**src/rtl/fetch_unit_pkg.sv**
```systemverilog
// Shared definitions for the instruction fetch stage: reset address, memory
// depth and next-PC source encodings.
package fetch_unit_pkg;

   localparam logic [31:0] PC_RESET_DEFAULT = 32'h0000_3000;
   localparam int          IM_WORDS_DEFAULT = 1024;

   typedef enum logic [1:0] {
      NPC_PLUS4  = 2'b00,
      NPC_BRANCH = 2'b01,
      NPC_JUMP   = 2'b10,
      NPC_JR     = 2'b11
   } npc_sel_t;

   // Branch displacement: sign-extended word offset turned into a byte offset.
   function automatic logic [31:0] branch_offset(input logic [15:0] imm);
      return {{14{imm[15]}}, imm, 2'b00};
   endfunction

endpackage

```
**src/rtl/fetch_unit_npc.sv**
```systemverilog
// Next-PC selection. Redirect targets are formed from the decode-stage PC,
// the sequential path from the fetch PC.
module fetch_unit_npc
   import fetch_unit_pkg::*;
(
   input  logic [31:0] pc,
   input  logic [31:0] d_pc,
   input  logic [1:0]  npc_sel,
   input  logic        br_taken,
   input  logic [15:0] imm16,
   input  logic [25:0] instr_index,
   input  logic [31:0] jr_target,
   output logic [31:0] next_pc
);

   logic [31:0] seq_pc;
   logic [31:0] br_tgt;
   logic [31:0] jmp_tgt;

   // All sums wrap modulo 2^32; out-of-range results are caught at fetch.
   assign seq_pc  = pc + 32'd4;
   assign br_tgt  = d_pc + 32'd4 + branch_offset(imm16);
   assign jmp_tgt = {d_pc[31:28], instr_index, 2'b00};

   always_comb begin
      next_pc = seq_pc;
      case (npc_sel)
         NPC_BRANCH: if (br_taken) next_pc = br_tgt;
         NPC_JUMP:   next_pc = jmp_tgt;
         NPC_JR:     next_pc = jr_target;
         default:    next_pc = seq_pc;
      endcase
   end

endmodule

```
**src/rtl/fetch_unit.sv**
```systemverilog
// Instruction fetch stage: PC register, IF/ID pipeline register, fetch
// address range check and sticky fetch fault flag.
module fetch_unit
   import fetch_unit_pkg::*;
#(
   parameter logic [31:0] PC_RESET = PC_RESET_DEFAULT,
   parameter int          IM_WORDS = IM_WORDS_DEFAULT
) (
   input  logic        clk,
   input  logic        reset,
   input  logic        stall,
   input  logic        flush,
   input  logic [1:0]  npc_sel,
   input  logic        br_taken,
   input  logic [15:0] imm16,
   input  logic [25:0] instr_index,
   input  logic [31:0] jr_target,
   input  logic [31:0] im_instr,
   output logic [31:0] pc,
   output logic [31:0] d_instr,
   output logic [31:0] d_pc,
   output logic [31:0] d_pc8,
   output logic        d_valid,
   output logic        fetch_fault
);

   localparam logic [31:0] PC_LAST = PC_RESET + 32'(IM_WORDS * 4) - 32'd4;

   logic [31:0] next_pc;
   logic        fetch_ok;
   logic        load_fetch;

   fetch_unit_npc u_npc (
      .pc          (pc),
      .d_pc        (d_pc),
      .npc_sel     (npc_sel),
      .br_taken    (br_taken),
      .imm16       (imm16),
      .instr_index (instr_index),
      .jr_target   (jr_target),
      .next_pc     (next_pc)
   );

   assign fetch_ok   = (pc >= PC_RESET) && (pc <= PC_LAST) && (pc[1:0] == 2'b00);
   // IF/ID takes the fetched word only on an unstalled, unflushed cycle.
   assign load_fetch = !stall && !flush;
   assign d_pc8      = d_pc + 32'd8;

   always_ff @(posedge clk) begin
      if (!reset) begin
         pc          <= PC_RESET;
         d_instr     <= 32'd0;
         d_pc        <= 32'd0;
         d_valid     <= 1'b0;
         fetch_fault <= 1'b0;
      end else begin
         if (!stall) begin
            pc <= next_pc;
         end

         if (flush) begin
            d_instr <= 32'd0;
            d_pc    <= pc;
            d_valid <= 1'b0;
         end else if (!stall) begin
            d_instr <= fetch_ok ? im_instr : 32'd0;
            d_pc    <= pc;
            d_valid <= fetch_ok;
         end

         if (load_fetch && !fetch_ok) begin
            fetch_fault <= 1'b1;
         end
      end
   end

endmodule
```
**config.mk**
```make
export PLATFORM = sky130hd
export DESIGN_NAME = fetch_unit
export DESIGN_NICKNAME = d
export VERILOG_FILES = /design/src/rtl/fetch_unit_pkg.sv /design/src/rtl/fetch_unit_npc.sv /design/src/rtl/fetch_unit.sv
export SDC_FILE = /design/constraint.sdc
export NUM_CORES = 1
export LEC_CHECK = 0
export CAP_MARGIN = 40
export CORE_UTILIZATION = 40
export CTS_CLUSTER_SIZE = 14
export DETAILED_ROUTE_END_ITERATION = 7
export GPL_ROUTABILITY_DRIVEN = 0
export PLACE_DENSITY = 0.8
export SYNTH_ARGS = -nofsm -noshare
export SYNTH_HDL_FRONTEND = slang
export SYNTH_SLANG_ARGS = --single-unit
```
**constraint.sdc**
```tcl
create_clock -name clk -period 6.2 [get_ports clk]
set_input_delay 1.24 -clock clk [delete_from_list [all_inputs] [get_ports clk]]
set_output_delay 1.24 -clock clk [all_outputs]
set_load 0.1 [all_outputs]
```
# ---- Word-level counts from Yosys, hierarchy flattened
# Index checks and enable logic that the tools add are counted.
dict set report totals {
  ff_bits 98
  in_bits 113
  output_inout_bits 130
  wordCells 30
}
dict set report op_classes {
  add_sub_neg 4
  n_lt_le_gt_ge 2
  eq_ne 4
  mux 5
  n_bitwise 1
  reduce_logical 9
}
# operator count
set op_table {}
lappend op_table {{$mux 32} 4}
lappend op_table {{$pmux 32 s3} 1}
lappend op_table {{$add 32x3->32 const B} 2}
lappend op_table {{$add 32x32->32} 1}
lappend op_table {{$add 32x4->32 const B} 1}
lappend op_table {{$ge 32x14->1 const B} 1}
lappend op_table {{$le 32x14->1 const B} 1}
lappend op_table {{$eq 2x2->1 const B} 2}
lappend op_table {{$logic_and 1x1->1} 4}
lappend op_table {{$logic_not 1->1} 3}
lappend op_table {{$eq 2x1->1 const B} 1}
lappend op_table {{$logic_not 2->1} 1}
lappend op_table {{$ne 2x1->1 const B} 1}
lappend op_table {{$reduce_or 2->1} 1}
lappend op_table {{$not 1->1} 1}

# ---- Logic depth before layout (Yosys ltp)
dict set report depth {
  word_depth 5
  depth_mapped 14
  depth_no_buf 14
}

# ---- Cells and area by module
# From an unflattened synthesis, not the netlist that was laid out.
dict set report hier_totals {
  hier_cells 880
  hier_area_um2 7377.1
}
# mod n_inst cells_each area_each_um2 seq_area_each_um2
set modules_own_cells {}
lappend modules_own_cells {fetch_unit 1 417 4012.6 1961.9}
lappend modules_own_cells {fetch_unit_npc 1 463 3364.5 0.0}

# ---- Worst setup path after synthesis
# No wires, ideal clock.
dict set report synth_timing {
  path_kind {reg-to-output}
  startpoint {register d_pc[3]}
  endpoint {output port d_pc8[21]}
  t_arrival_ns 4.008
  required_time_ns 4.960
  slack_ns 0.952
  stages_incl_launch_ff 8
  cell_sequence {dfxtp_1 -> ha_1 -> nand3_1 -> nor2_1 -> nand4_1 -> nor2_1 -> nand4_1 -> xnor2_1}
}
dict set report synth_via {
  elab_chain_cells 1
}
# item line_no
set synth_rtl {}
lappend synth_rtl {{from (decl)} fetch_unit.sv:21} ;# output logic [31:0] d_pc,
lappend synth_rtl {{from (signal assigned)} fetch_unit.sv:63} ;# d_pc <= pc;
lappend synth_rtl {{from (signal assigned)} fetch_unit.sv:67} ;# d_pc <= pc;
lappend synth_rtl {{$add 32x4->32} fetch_unit.sv:47} ;# assign d_pc8 = d_pc + 32'd8;
lappend synth_rtl {{to (decl)} fetch_unit.sv:22} ;# output logic [31:0] d_pc8,
# No other way between the ends.

# ---- Worst setup path in the final report
dict set report layout_timing {
  startpoint {register d_pc[3]}
  endpoint {output port d_pc8[31]}
}
# The elaborated chain is that of the path after synthesis.

==> results.yml <==
sta:
  drv_slew: 0
  fmax_ghz: 0.2086
  setup_violations: 0
  clock_skew_ps: 8.876
  tightest_slew_ps: 838.3
  fin_crit_ps: 4794
  rsz0062_at_grt: "false"
  final_hold_viol_count: 0
  final.setup.tns_ps: 0
  fin_crit_sh_pct: 77.32
  slew_headroom_pct: 43.98
cts:
  clock_latency_ps: 370
  root_buffer: "clkbuf_16"
  cts.clk_slew.worst_paths_ps: 80
  numCtsBuffers: 9
  htreeDepth: 3
  postCtsHoldBufs: 0
  cts_sinks: 98
  tritoncts: "yes"
  post_cts_buffers: 0
  cts.repair.resized: 0
  ctsLongestPathBuffers: 2
power_and_ir_drop:
  switchingPower_w: 0.0008701
  power.leakage_nw: 4.879
  power_frac_seq_pct: 32.8
  p_clk_share_pct: 26.1
  p_comb_share_pct: 41.1
  switching_share_pct: 40.04
  p_int_w: 0.001303
  p_per_area_nw_per_um2: 173.1
  peakVddDrop_v: 0.0001389
global_routing:
  grt_pass1_wl_mm: 47.71
  antenna_found_initial: 0
  grt_usage_pct: 31.34
  grt_max_degree: 64
  gr-total-overflow: 0
  first_global_vias: 8912
worst_setup_path:
  r2r_end: "pc[21]$_SDFFE_PN0N_"
  crit_family: "simple AND/OR/NAND/NOR gates"
  r2r-start: "d_pc[2]$_SDFFE_PN0P_"
  cp.arrival_ps: 3550
  start_kind: "flip-flop"
  critPathKind: "flip-flop to output port"
  worstPathCellList: "ha_1, nand3_1, nor2_1, nand4_1, nor2_1, nand4_1, xnor2_1, clkdlybuf4s50_1, buf_8"
  reg2reg_depth: 14
  cp_max_fo: 7
  end_kind: "output port"
  slowest_stage: "nor2_1"
  worstPathRequired_ps: 4960
  rrSetupSlack_ps: 2750
  path_buf_inv: 2
  cpPeakStageDelay_ps: 650
layout:
  nets: 1470
  drive_above_1_share_pct: 14.99
  final_core_util_pct: 69.64
  area_growth_pct: 69.57
  n_antenna_cell: 0
yosys:
  syn_area_um2: 7402
  syn_nets: 1144
  synth.area.mux_share_pct: 4.699
  synth-async-reset-ratio_pct: 0
  synth-seq-area-share_pct: 26.50
  avgSynthCellArea_um2: 7.631
  synth-xor-area-share_pct: 8.519
  synth_compound_gate_area_share_pct: 23.06
  synth_top_family_by_area: "compound AO/OA/AOI/OAI gates"
  synthFlopType: "dfxtp_1"
  yosysWarningCount: 0
  yosysUniqueCellTypes: 60
  synthSimpleGateAreaFrac_pct: 21.86
  synth_seq_cells: 98
  synth_fa_ha_area_share_pct: 10.41
  synth_edf_count: 0
  synthCells: 970
run:
  cap_violations: 0
die:
  die_width_um: 138.0
  placementRows: 49
  dieArea_um2: 19050
  initial_core_util_pct: 41.07
  die_h_um: 138.0
  ios: 243
  coreArea_um2: 18020
routing:
  wl_per_cell_um: 19.91
  final_antenna_net_count: 0
  routed_via_density: 5.848
  drt_wl_total_mm: 30.46
  firstDrtPassIters: 7
  dr.first_iter.drc_count: 913
  vias: 8947
  drc: 0
worst_hold_path:
  hp-start: "d_instr[24]$_SDFFE_PP0N_"
  hp-class: "flip-flop to flip-flop"
  hold_end: "d_instr[24]$_SDFFE_PP0N_"
  hold_path_depth: 2
placed_design:
  dp_hpwl_mm: 23.34
  portBuffers: 242
status:
  status: "finished clean"
-- Yosys cell counts (all sizes together), types with 6 or more instances --
cell type	instances	area [um2]
a221oi	14	122.6
xnor2	46	402.9
clkbuf	53	198.9
nor3	12	65.06
and3	10	62.56
nand4	20	125.1
dfxtp	98	1962
o21a	10	75.07
nand2	165	619.3
a21boi	34	255.2
a21oi	89	445.4
a31oi	9	56.30
nand3	62	315.3
nor4	7	58.81
ha	60	750.7
and4	6	52.55
a211oi	12	90.09
mux2i	10	100.1
xor2	26	227.7
o21ai	49	245.2
mux2	22	247.7
a21o	9	67.56
inv	25	93.84
buf	14	70.06
nor2	52	195.2
-- cell type report --
type / count / area, um2
fill: 1283 / 5473
timing repair buffer: 382 / 4835
tap: 229 / 286.5
clock buffer: 10 / 239.0
inverter: 26 / 97.59
multi-input combinational: 779 / 5086
clock inverter: 6 / 46.29
sequential: 98 / 1962
-- cells by family after synthesis --
group           after synthesis
compound gates              263
xor+xnor                     72
fa+ha+maj                    61
buf+inv                      93
flops                        98
mux                          32
simple gates                351
-- state kept, by name, summed over array words and instances (netlist names) --
| name | cells |
|---|---|
| pc | 32 |
| fetch_fault | 1 |
| d_instr | 32 |
| d_valid | 1 |
| d_pc | 32 |
-- tightest hold or removal path: stages, from the launching register on --
cell     delay, ps
dfxtp_1        310
nand2_1         60
a21oi_1         50
-- cell usage in the layout, fill, tap and decap left out, types with 4 or more instances in the layout --
cell type | netlist | final
a31oi_1 | 9 | 9
nor2_1 | 52 | 49
nor3_1 | 11 | 11
clkdlybuf4s50_1 | 0 | 240
a21o_1 | 9 | 9
buf_8 | 0 | 100
nor4_1 | 6 | 6
ha_1 | 60 | 60
o21ai_0 | 49 | 49
buf_4 | 3 | 9
and3_1 | 10 | 10
nand2_1 | 165 | 165
xnor2_1 | 46 | 46
a21oi_1 | 89 | 89
clkbuf_16 | 0 | 9
o211a_1 | 5 | 5
o31ai_1 | 4 | 4
mux2_2 | 22 | 22
o211ai_1 | 5 | 5
and4_1 | 6 | 6
xor2_1 | 26 | 26
nand4_1 | 20 | 20
nand2b_1 | 5 | 5
a221oi_1 | 14 | 14
mux2i_1 | 10 | 10
a21boi_0 | 34 | 34
inv_1 | 24 | 24
nand3_1 | 61 | 61
buf_16 | 0 | 31
a211oi_1 | 12 | 12
o21a_1 | 10 | 10
dfxtp_1 | 98 | 98
-- worst max path at each step --
stage	start	end	slack [ps]	depth (start not counted)
floorplan	d_pc[3]$_SDFFE_PN0P_	d_pc8[21]	950	7
global placement	imm16[0]	pc[29]$_SDFFE_PN0N_	1600	15
detailed placement	imm16[0]	pc[29]$_SDFFE_PN0N_	1490	15
CTS	d_pc[3]$_SDFFE_PN0P_	d_pc8[31]	1470	9
global route	d_pc[3]$_SDFFE_PN0P_	d_pc8[31]	1250	9
finish	d_pc[3]$_SDFFE_PN0P_	d_pc8[31]	1410	9
-- stage by stage --
stage                     setup slack (ps)  hold slack, ps  std cells  instance area [um2]  total power [W]
after CTS                             1471           466.0       1530                12550         0.002166
after floorplan                      952.3           883.7        970                 7402         0.001221
after detailed placement              1494           455.0       1514                12270         0.001609
after global routing                  1247           486.3       1530                12550         0.002240
final                                 1406           465.5       1530                12550         0.002173
after global placement                1602           443.4       1383                 9912         0.001451
-- layer usage --
metal | GRT usage (%) | share of wire, % | wire length (um)
met3 | 6.824 | 9.3 | 2827
met2 | 54.05 | 48 | 14750
met4 | 18.16 | 5.3 | 1604
met1 | 35.57 | 37 | 11280
met5 | 0 | 0 | 0
-- power groups by stage --
stage | Clock (W) | Sequential, W | Combinational [W]
3_5_place_dp | 0 | 0.000724 | 0.000884
4_1_cts | 0.000568 | 0.000710 | 0.000888
6_report | 0.000568 | 0.000712 | 0.000893
3_3_place_gp | 0 | 0.000724 | 0.000727
2_1_floorplan | 0 | 0.000891 | 0.000330
5_1_grt | 0.000590 | 0.000715 | 0.000934
(Power assumes the default switching activity.)
